## config.mk

```make
export PLATFORM = sky130hd
export DESIGN_NAME = mem_arbiter_flat
export DESIGN_NICKNAME = d
export VERILOG_FILES = /design/src/rtl/mem_arbiter_pkg.sv /design/src/rtl/mem_arbiter_if.sv /design/src/rtl/mem_arbiter.sv /design/src/flat_wrapper.sv
export SDC_FILE = /design/constraint.sdc
export NUM_CORES = 1
export LEC_CHECK = 0
export BUFFER_PORTS_ARGS = -buffer_cell sky130_fd_sc_hd__buf_4
export CAP_MARGIN = 40
export CORE_ASPECT_RATIO = 0.75
export CORE_UTILIZATION = 28
export DETAILED_ROUTE_END_ITERATION = 16
export GPL_TIMING_DRIVEN = 0
export PLACE_DENSITY = 0.78
export SLEW_MARGIN = 20
export SYNTH_ARGS = -nofsm -noshare
export SYNTH_HDL_FRONTEND = slang
export SYNTH_SLANG_ARGS = --single-unit
```

## constraint.sdc

```tcl
create_clock -name clk -period 1.5 [get_ports clk]
set_input_delay 0.3 -clock clk [delete_from_list [all_inputs] [get_ports clk]]
set_output_delay 0.3 -clock clk [all_outputs]
set_load 0.02 [all_outputs]
```

## src/rtl/mem_arbiter_pkg.sv

```systemverilog
// mem_arbiter_pkg: shared types for the two-port memory arbiter.
//   arb_state_e : arbiter FSM states
//   STARVE_W    : width of the instruction starvation counter
package mem_arbiter_pkg;
  localparam int STARVE_W = 4;

  typedef enum logic [1:0] {
    IDLE        = 2'd0,
    GRANT_DATA  = 2'd1,
    GRANT_INSTR = 2'd2
  } arb_state_e;
endpackage

```

## src/rtl/mem_arbiter_if.sv

```systemverilog
// mem_arbiter_if: bundles the instruction port, the data port and the
// external memory bus of the arbiter.
//   slave  : arbiter view (takes requests, drives acks and the q_m bus)
//   master : requester/memory view (drives requests, q_m_ack, q_m_data_in)
interface mem_arbiter_if;
  logic [19:1] instr_m_addr;
  logic        instr_m_access;
  logic        instr_m_ack;
  logic [15:0] instr_m_data_in;

  logic [19:1] data_m_addr;
  logic [15:0] data_m_data_out;
  logic        data_m_wr_en;
  logic [1:0]  data_m_bytesel;
  logic        data_m_access;
  logic        data_m_ack;
  logic [15:0] data_m_data_in;

  logic [19:1] q_m_addr;
  logic [15:0] q_m_data_out;
  logic        q_m_wr_en;
  logic [1:0]  q_m_bytesel;
  logic        q_m_access;
  logic        q_m_ack;
  logic [15:0] q_m_data_in;

  modport slave (
    input  instr_m_addr, instr_m_access,
    output instr_m_ack, instr_m_data_in,
    input  data_m_addr, data_m_data_out, data_m_wr_en, data_m_bytesel, data_m_access,
    output data_m_ack, data_m_data_in,
    output q_m_addr, q_m_data_out, q_m_wr_en, q_m_bytesel, q_m_access,
    input  q_m_ack, q_m_data_in
  );

  modport master (
    output instr_m_addr, instr_m_access,
    input  instr_m_ack, instr_m_data_in,
    output data_m_addr, data_m_data_out, data_m_wr_en, data_m_bytesel, data_m_access,
    input  data_m_ack, data_m_data_in,
    input  q_m_addr, q_m_data_out, q_m_wr_en, q_m_bytesel, q_m_access,
    output q_m_ack, q_m_data_in
  );
endinterface

```

## src/rtl/mem_arbiter.sv

```systemverilog
// mem_arbiter: merges data (priority) and instruction memory requests onto
// one external bus. One bus transaction per grant; the FSM returns to IDLE
// after every ack so split accesses are re-arbitrated between halves.
// A starvation counter forces an instruction grant once STARVE_LIMIT data
// grants have been issued while an instruction request was waiting.
//   clk, reset_n : clock, async active-low reset
//   bus          : mem_arbiter_if.slave (requester ports + external bus)
module mem_arbiter
  import mem_arbiter_pkg::*;
#(
  parameter int STARVE_LIMIT = 4
) (
  input  logic          clk,
  input  logic          reset_n,
  mem_arbiter_if.slave  bus
);

  localparam logic [STARVE_W-1:0] LIM = STARVE_W'(STARVE_LIMIT);

  arb_state_e          state_q, state_d;
  logic [STARVE_W-1:0] starve_q, starve_d;

  always_comb begin
    state_d  = state_q;
    starve_d = starve_q;
    case (state_q)
      IDLE: begin
        if (bus.data_m_access && !(bus.instr_m_access && starve_q == LIM)) begin
          state_d = GRANT_DATA;
          if (bus.instr_m_access && starve_q != LIM) starve_d = starve_q + 1'b1;
        end else if (bus.instr_m_access) begin
          state_d  = GRANT_INSTR;
          starve_d = '0;
        end
      end
      // Dropping access without an ack aborts the grant.
      GRANT_DATA:  if (bus.q_m_ack || !bus.data_m_access)  state_d = IDLE;
      GRANT_INSTR: if (bus.q_m_ack || !bus.instr_m_access) state_d = IDLE;
      default:     state_d = IDLE;
    endcase
  end

  always_ff @(posedge clk or negedge reset_n) begin
    if (!reset_n) begin
      state_q  <= IDLE;
      starve_q <= '0;
    end else begin
      state_q  <= state_d;
      starve_q <= starve_d;
    end
  end

  // Bus mux is combinational from the registered state; reset forces IDLE
  // asynchronously, which drops q_m_access at once.
  always_comb begin
    bus.q_m_addr     = '0;
    bus.q_m_data_out = '0;
    bus.q_m_wr_en    = 1'b0;
    bus.q_m_bytesel  = 2'b00;
    bus.q_m_access   = 1'b0;
    bus.instr_m_ack  = 1'b0;
    bus.data_m_ack   = 1'b0;
    case (state_q)
      GRANT_DATA: begin
        bus.q_m_addr     = bus.data_m_addr;
        bus.q_m_data_out = bus.data_m_data_out;
        bus.q_m_wr_en    = bus.data_m_wr_en;
        bus.q_m_bytesel  = bus.data_m_bytesel;
        bus.q_m_access   = bus.data_m_access & ~bus.q_m_ack;
        bus.data_m_ack   = bus.q_m_ack;
      end
      GRANT_INSTR: begin
        bus.q_m_addr     = bus.instr_m_addr;
        bus.q_m_bytesel  = 2'b11;
        bus.q_m_access   = bus.instr_m_access & ~bus.q_m_ack;
        bus.instr_m_ack  = bus.q_m_ack;
      end
      default: ;
    endcase
  end

  // Read data is shared by both requesters; held at 0 while in reset.
  assign bus.instr_m_data_in = reset_n ? bus.q_m_data_in : 16'h0000;
  assign bus.data_m_data_in  = reset_n ? bus.q_m_data_in : 16'h0000;

endmodule

```

## src/flat_wrapper.sv

```systemverilog
// flat-port wrapper written by rule: the top's interface ports become plain ports
module mem_arbiter_flat import mem_arbiter_pkg::*;
#(
  parameter int STARVE_LIMIT = 4
)
  (clk, reset_n, bus_instr_m_addr, bus_instr_m_access, bus_instr_m_ack, bus_instr_m_data_in, bus_data_m_addr, bus_data_m_data_out, bus_data_m_wr_en, bus_data_m_bytesel, bus_data_m_access, bus_data_m_ack, bus_data_m_data_in, bus_q_m_addr, bus_q_m_data_out, bus_q_m_wr_en, bus_q_m_bytesel, bus_q_m_access, bus_q_m_ack, bus_q_m_data_in);
  mem_arbiter_if bus_i ();
  input  logic clk;
  input  logic reset_n;
  input wire logic [$bits(bus_i.instr_m_addr)-1:0] bus_instr_m_addr;
  input wire logic [$bits(bus_i.instr_m_access)-1:0] bus_instr_m_access;
  output wire logic [$bits(bus_i.instr_m_ack)-1:0] bus_instr_m_ack;
  output wire logic [$bits(bus_i.instr_m_data_in)-1:0] bus_instr_m_data_in;
  input wire logic [$bits(bus_i.data_m_addr)-1:0] bus_data_m_addr;
  input wire logic [$bits(bus_i.data_m_data_out)-1:0] bus_data_m_data_out;
  input wire logic [$bits(bus_i.data_m_wr_en)-1:0] bus_data_m_wr_en;
  input wire logic [$bits(bus_i.data_m_bytesel)-1:0] bus_data_m_bytesel;
  input wire logic [$bits(bus_i.data_m_access)-1:0] bus_data_m_access;
  output wire logic [$bits(bus_i.data_m_ack)-1:0] bus_data_m_ack;
  output wire logic [$bits(bus_i.data_m_data_in)-1:0] bus_data_m_data_in;
  output wire logic [$bits(bus_i.q_m_addr)-1:0] bus_q_m_addr;
  output wire logic [$bits(bus_i.q_m_data_out)-1:0] bus_q_m_data_out;
  output wire logic [$bits(bus_i.q_m_wr_en)-1:0] bus_q_m_wr_en;
  output wire logic [$bits(bus_i.q_m_bytesel)-1:0] bus_q_m_bytesel;
  output wire logic [$bits(bus_i.q_m_access)-1:0] bus_q_m_access;
  input wire logic [$bits(bus_i.q_m_ack)-1:0] bus_q_m_ack;
  input wire logic [$bits(bus_i.q_m_data_in)-1:0] bus_q_m_data_in;
  assign bus_i.instr_m_addr = bus_instr_m_addr;
  assign bus_i.instr_m_access = bus_instr_m_access;
  assign bus_instr_m_ack = bus_i.instr_m_ack;
  assign bus_instr_m_data_in = bus_i.instr_m_data_in;
  assign bus_i.data_m_addr = bus_data_m_addr;
  assign bus_i.data_m_data_out = bus_data_m_data_out;
  assign bus_i.data_m_wr_en = bus_data_m_wr_en;
  assign bus_i.data_m_bytesel = bus_data_m_bytesel;
  assign bus_i.data_m_access = bus_data_m_access;
  assign bus_data_m_ack = bus_i.data_m_ack;
  assign bus_data_m_data_in = bus_i.data_m_data_in;
  assign bus_q_m_addr = bus_i.q_m_addr;
  assign bus_q_m_data_out = bus_i.q_m_data_out;
  assign bus_q_m_wr_en = bus_i.q_m_wr_en;
  assign bus_q_m_bytesel = bus_i.q_m_bytesel;
  assign bus_q_m_access = bus_i.q_m_access;
  assign bus_i.q_m_ack = bus_q_m_ack;
  assign bus_i.q_m_data_in = bus_q_m_data_in;
  mem_arbiter #(.STARVE_LIMIT(STARVE_LIMIT)) u_core (.clk(clk), .reset_n(reset_n), .bus(bus_i));
endmodule
```

Yosys cells after proc, flatten, opt, wreduce, memory -nomap -nowiden --
Index checks and enable logic that the tools add are counted.
Storage, ports and cells: word-level logic and storage cells 42, output and inout bits 73, register bits 6
Cells by class: add/sub/neg operators 1, eq/ne operators 8, reductions and logical operators 12, bitwise logic cells 3, multiplexer cells 16
Operator list (count):
- $pmux W19 S2 | 1
- $mux W16 | 2
- $mux W4 | 3
- $mux W2 | 4
- $pmux W2 S3 | 1
- $reduce_and A3 Y1 | 2
- $add A4 B1 Y4 const B | 1
- $eq A4 B3 Y1 const B | 1
- $ne A2 B1 Y1 const B | 2
- $ne A4 B3 Y1 const B | 1
- $pmux W2 S2 | 1
- $logic_and A1 B1 Y1 | 3
- $logic_not A1 Y1 | 3
- $mux W1 | 3
- $ne A3 B2 Y1 const B | 1
- $and A1 B1 Y1 | 2
- $eq A2 B1 Y1 const B | 1
- $eq A2 B2 Y1 const B | 1
- $logic_not A2 Y1 | 1
- $logic_or A1 B1 Y1 | 2
- $ne A2 B2 Y1 const B | 1
- $pmux W1 S2 | 1
- $reduce_bool A2 Y1 | 1
- $not A1 Y1 | 1

Longest topological paths before layout --
depth in word-level cells 6, depth in mapped cells 5, gate-level depth less buffers 5

Worst setup path after synthesis --
OpenSTA, ideal clock, no wires.
path type register to output, start register u_core.state_q[0], end output bus_q_m_access, arrival 1486 ps, cell stages (with the launch flop) 6, setup slack -286 ps, buffers on the path 1, required time 1200 ps, cell sequence dfrtp_1 inv_1 ha_1 buf_2 mux2i_1 nor3b_1
Between the ends: word-level cells in the longest chain between the ends 2, elaborated cells on any way between the ends 3, classes of those cells 2 x eq/ne; 1 x mux
RTL lines:
- from (decl) | line mem_arbiter.sv:20 | arb_state_e state_q, state_d;
- from (signal assigned) | line mem_arbiter.sv:48 | state_q <= state_d;
- $eq A2 B2 Y1 or $eq A2 B1 Y1 (tied branches) | line mem_arbiter.sv:63 | case (state_q)
- $pmux W1 S2 * | line mem_arbiter.sv:63
- to (decl) | line flat_wrapper.sv:25 | output wire logic [$bits(bus_i.q_m_access)-1:0] bus_q_m_access;
Every way passes the cells marked *; elsewhere a longest branch is shown, timed or not.

Final worst setup path --
start register u_core.state_q[0], end output bus_q_m_addr[8]
Between the ends: word-level cells in the longest chain between the ends 2, elaborated cells on any way between the ends 3, classes of those cells 2 x eq/ne; 1 x mux
RTL lines:
- $eq A2 B2 Y1 or $eq A2 B1 Y1 (tied branches) | line mem_arbiter.sv:63
- $pmux W19 S2 * | line mem_arbiter.sv:63
- to (decl) | line flat_wrapper.sv:21 | output wire logic [$bits(bus_i.q_m_addr)-1:0] bus_q_m_addr;
Marked as above.

==> results.txt <==
The flow ran to the end, but the final reports show violations. The checks that failed: setup timing. The logs give 0 for the post-route antenna net violation count and 2.82 mW for the internal power contribution.

The die outline width is 73.5 um. The share of power burned in combinational logic is 0.884. The number of buffers created by CTS is 3, and the placeable core region is 0.00366 mm^2.

For the effective utilization at floorplan, the log shows 0.293. The average cell area after synthesis came out at 7.25 um^2. The final clock period utilization by the worst path was 1.26.

The die covers 0.00409 mm^2. The worst max-slew margin expressed relative to the limit came out at 0.736. The number of nets in the synthesized netlist is 231. Detailed-route DRC error count: 0. The tightest min-delay check is of the in -> reg type. The post-layout worst setup margin came out at -0.387 ns. The tools report the detailed-router iteration count before antenna repair as 5.

During synthesis, Yosys emitted a total of 0 warnings. STA classifies the critical path startpoint as a flip-flop. Synthesis inferred 6 register bits. TritonCTS built the clock tree. After the last flow step, the layout net total stands at 401. Of all nets on the critical path, the largest fanout is 5. The sum of net half-perimeters after detailed placement was 3740 um; the count of clock tree sinks was 6. The tools report the final antenna diode count as 0. Dividing the detail-routed wire length by the instance count gives 18.5 um. The floorplan step set the die height to 55.6 um. The highest ir drop seen on vdd came out at 1030 uV. The mapped netlist covers 0.00107 mm^2.

The tools report the critical path endpoint category as an output pin. The final route contains 1783 vias. The combined global-route utilization of all metal layers is 0.304, and the final weighted congestion in routability-driven placement is 0.741.

The worst hold slack across all endpoints was 0.464 ns. The layout has 238 filler cells. Dividing the detail-routed via count by the number of cells gives 4.85. The tools report the proportion of power drawn by the clock network as 0.050. For this run, the slowest stage of the critical path takes 0.39 ns.

The run gives 1.59 ns as the worst path arrival time. Gate count after technology mapping: 148. Max-cap violations in this run came to 0. For the area occupied by multi-input gates, the log shows 991 um^2. Net switching share of the total power: 0.434. The final number of hold-violating endpoints was 0. The via count of the first global-routing pass was 1777. The clock reaches the later pin of the worst-skew pair after 0.23 ns. Setup violations remaining at the end of the flow were counted as 43. The number of standard-cell rows in the floorplan is 19.

For the worst setup path, the data required time is 1.20 ns. The minimum clock period came out at 1.89 ns. Setup repair after global routing could not meet its margin everywhere. The storage element area was 150 um^2. Traced cell by cell, the critical path runs through inv_2, ha_4, buf_8, buf_12, a22oi_2, nor2b_2, buf_6. The number of antenna violations at the first check in global routing was 0; the actual slew at the worst max-slew pin was 0.396 ns.

The clock passes through at most 2 buffers. The final layout contains routed wiring with a total length of 6810 um. The critical setup path kind was reg -> out. Sorting the synthesized cells by area gives the leading types as sky130_fd_sc_hd__and2_1 20%, sky130_fd_sc_hd__a22oi_1 14%, sky130_fd_sc_hd__dfrtp_1 14%.

After clock tree synthesis, the clock-pin slew on the worst setup and hold paths is 0.04 ns. The run gives 530 MHz as the timing-limited maximum frequency. The synthesized netlist contains 25 unique library cells.

sky130_fd_sc_hd__and2_1 takes more of the synthesized area than any other cell. The register share of total power is 0.066. For the count of pins over their slew limit, the log shows 0. The pin count of the biggest net entering global routing was 11; the initial DRC count was 106. The first-pass GRT wire length was 9310 um; the layout-stage area growth over the synthesis result was 174%. The run gives 2.16 mW as the switching power. The logs give 0.00548 ns for the largest clock skew in the final design and 151 for the total I/O pin count.

The fraction of final layout cells with drive strength greater than 1 was 0.816; the portion of synthesized cell area occupied by the leading cell type was 0.204. Setup TNS: -12.30 ns. CTS root buffer: sky130_fd_sc_hd__clkbuf_8. The run gives 1.45 nW as the leakage power of the design. The logs give 1 for the H-tree depth and 0 for the global route total overflow. The count of port buffers added during placement is 149, and the areal power density over the cells is 1690 mW/mm^2.

The minimum setup slack after placement is -0.265 ns. Sequential fraction of the synthesis area: 0.140. The slowest stage of the critical path is the sky130_fd_sc_hd__dfrtp_1 cell.
worst max-delay path, delay by kind of cell, from the launching register on:
kind / cells / cell delay, ns
compound gates: 1 / 0.08
fa+ha+maj: 1 / 0.20
buf+inv: 4 / 0.51
flops: 1 / 0.39
simple gates: 1 / 0.17
power groups by stage:
stage,combinational (mW),sequential (mW),clock (mW)
after global placement,2.72,0.310,0
after floorplan,1.78,0.297,0
after CTS,3.86,0.318,0.238
after detailed placement,2.75,0.314,0
after global routing,4.60,0.338,0.267
final,4.40,0.328,0.248
final timing paths:
| path | slack (ns) | startpoint | endpoint | cells past startpoint |
|---|---|---|---|---|
| max | -0.39 | u_core.state_q[0]$_DFFE_PN0P_ | bus_q_m_addr[8] | 7 |
| min | 0.46 | bus_q_m_ack | u_core.state_q[0]$_DFFE_PN0P_ | 3 |
| max reg2reg | -0.10 | u_core.state_q[0]$_DFFE_PN0P_ | u_core.state_q[1]$_DFFE_PN0P_ | 6 |
| min reg2reg | 0.56 | u_core.starve_q[3]$_DFFE_PN0P_ | u_core.starve_q[3]$_DFFE_PN0P_ | 2 |
| max in group asynchronous | 0.71 | reset_n | u_core.starve_q[0]$_DFFE_PN0P_ | 2 |
| min in group asynchronous | 0.56 | reset_n | u_core.starve_q[2]$_DFFE_PN0P_ | 2 |
flip-flops by register name, indices dropped and copies added, names as in the netlist:
signal	count
u_core.starve_q	4
u_core.state_q	2
Yosys cell counts:
cell	n
sky130_fd_sc_hd__and2_1	35
sky130_fd_sc_hd__nor2b_1	21
sky130_fd_sc_hd__a22oi_1	20
sky130_fd_sc_hd__buf_4	16
sky130_fd_sc_hd__clkbuf_1	6
sky130_fd_sc_hd__dfrtp_1	6
sky130_fd_sc_hd__inv_1	6
sky130_fd_sc_hd__ha_1	5
sky130_fd_sc_hd__nand2_1	5
sky130_fd_sc_hd__nand3_1	5
sky130_fd_sc_hd__o21ai_0	4
sky130_fd_sc_hd__a21oi_1	3
sky130_fd_sc_hd__buf_2	3
sky130_fd_sc_hd__a2bb2oi_1	2
sky130_fd_sc_hd__a21boi_0	1
sky130_fd_sc_hd__and4b_2	1
sky130_fd_sc_hd__buf_1	1
sky130_fd_sc_hd__mux2i_1	1
sky130_fd_sc_hd__nand2_2	1
sky130_fd_sc_hd__nand4b_1	1
sky130_fd_sc_hd__nor2_1	1
sky130_fd_sc_hd__nor3b_1	1
sky130_fd_sc_hd__o211ai_2	1
sky130_fd_sc_hd__o22ai_1	1
sky130_fd_sc_hd__or3_1	1
metal layers:
layer / part of all wire / GRT usage / vias to the layer above
li1: - / - / 826
met1: 0.36 / 0.347 / 850
met2: 0.55 / 0.554 / 93
met3: 0.067 / 0.0598 / 14
met4: 0.022 / 0.104 / 0
met5: 0 / 0 / -
stage by stage:
| stage | std cells | total power [mW] | utilization | cell area (um^2) |
|---|---|---|---|---|
| 2_1_floorplan | 148 | 2.07 | - | 1160 |
| 3_3_place_gp | 349 | 3.03 | 0.641 | 2350 |
| 3_5_place_dp | 349 | 3.06 | 0.641 | 2350 |
| 4_1_cts | 364 | 4.42 | 0.771 | 2820 |
| 5_1_grt | 368 | 5.20 | 0.805 | 2950 |
| 6_report | 368 | 4.98 | 0.805 | 2950 |
placed cells by master (no fill, tap or decap), types with 3 or more instances in the layout:
master	netlist	final
sky130_fd_sc_hd__and2_4	0	14
sky130_fd_sc_hd__nand2_1	5	5
sky130_fd_sc_hd__buf_6	0	39
sky130_fd_sc_hd__and2_1	35	21
sky130_fd_sc_hd__dfrtp_1	6	6
sky130_fd_sc_hd__a22oi_2	0	19
sky130_fd_sc_hd__inv_1	6	4
sky130_fd_sc_hd__clkbuf_8	0	5
sky130_fd_sc_hd__buf_8	0	6
sky130_fd_sc_hd__buf_4	16	137
sky130_fd_sc_hd__ha_4	0	3
sky130_fd_sc_hd__nor2b_2	0	18
sky130_fd_sc_hd__nor2b_4	0	3
sky130_fd_sc_hd__nand3_1	5	5
sky130_fd_sc_hd__o21ai_0	4	4
layout make-up:
cell class | instances | area share
buffer | 26 | 0.0832
clock buffer | 3 | 0.0140
inverter | 6 | 0.00764
multi-input combinational | 110 | 0.336
sequential | 6 | 0.0510
tap | 52 | 0.0221
timing repair buffer | 165 | 0.486
cells by family (layout without fill, tap and decap cells):
logic type / Yosys count / after routing / share of synthesized area
DFF: 6 / 6 / 0.140
AOI/OAI and AO/OA: 32 / 32 / 0.213
adders and majority gates: 5 / 5 / 0.0583
buffers and inverters: 32 / 200 / 0.171
and+or+nand+nor: 72 / 72 / 0.408
muxes: 1 / 1 / 0.00932
what timing repair did:
action                                  in CTS  in global routing
hold buffers                                 1                  0
pin swaps                                   12                  9
buffers inserted                             6                  3
resized for setup                           81                 32
gates cloned                                 5                  1
hold endpoints to repair                     6                  0
endpoints found under the setup margin      46                 44
Note: power is estimated with default switching activity, not from simulation.
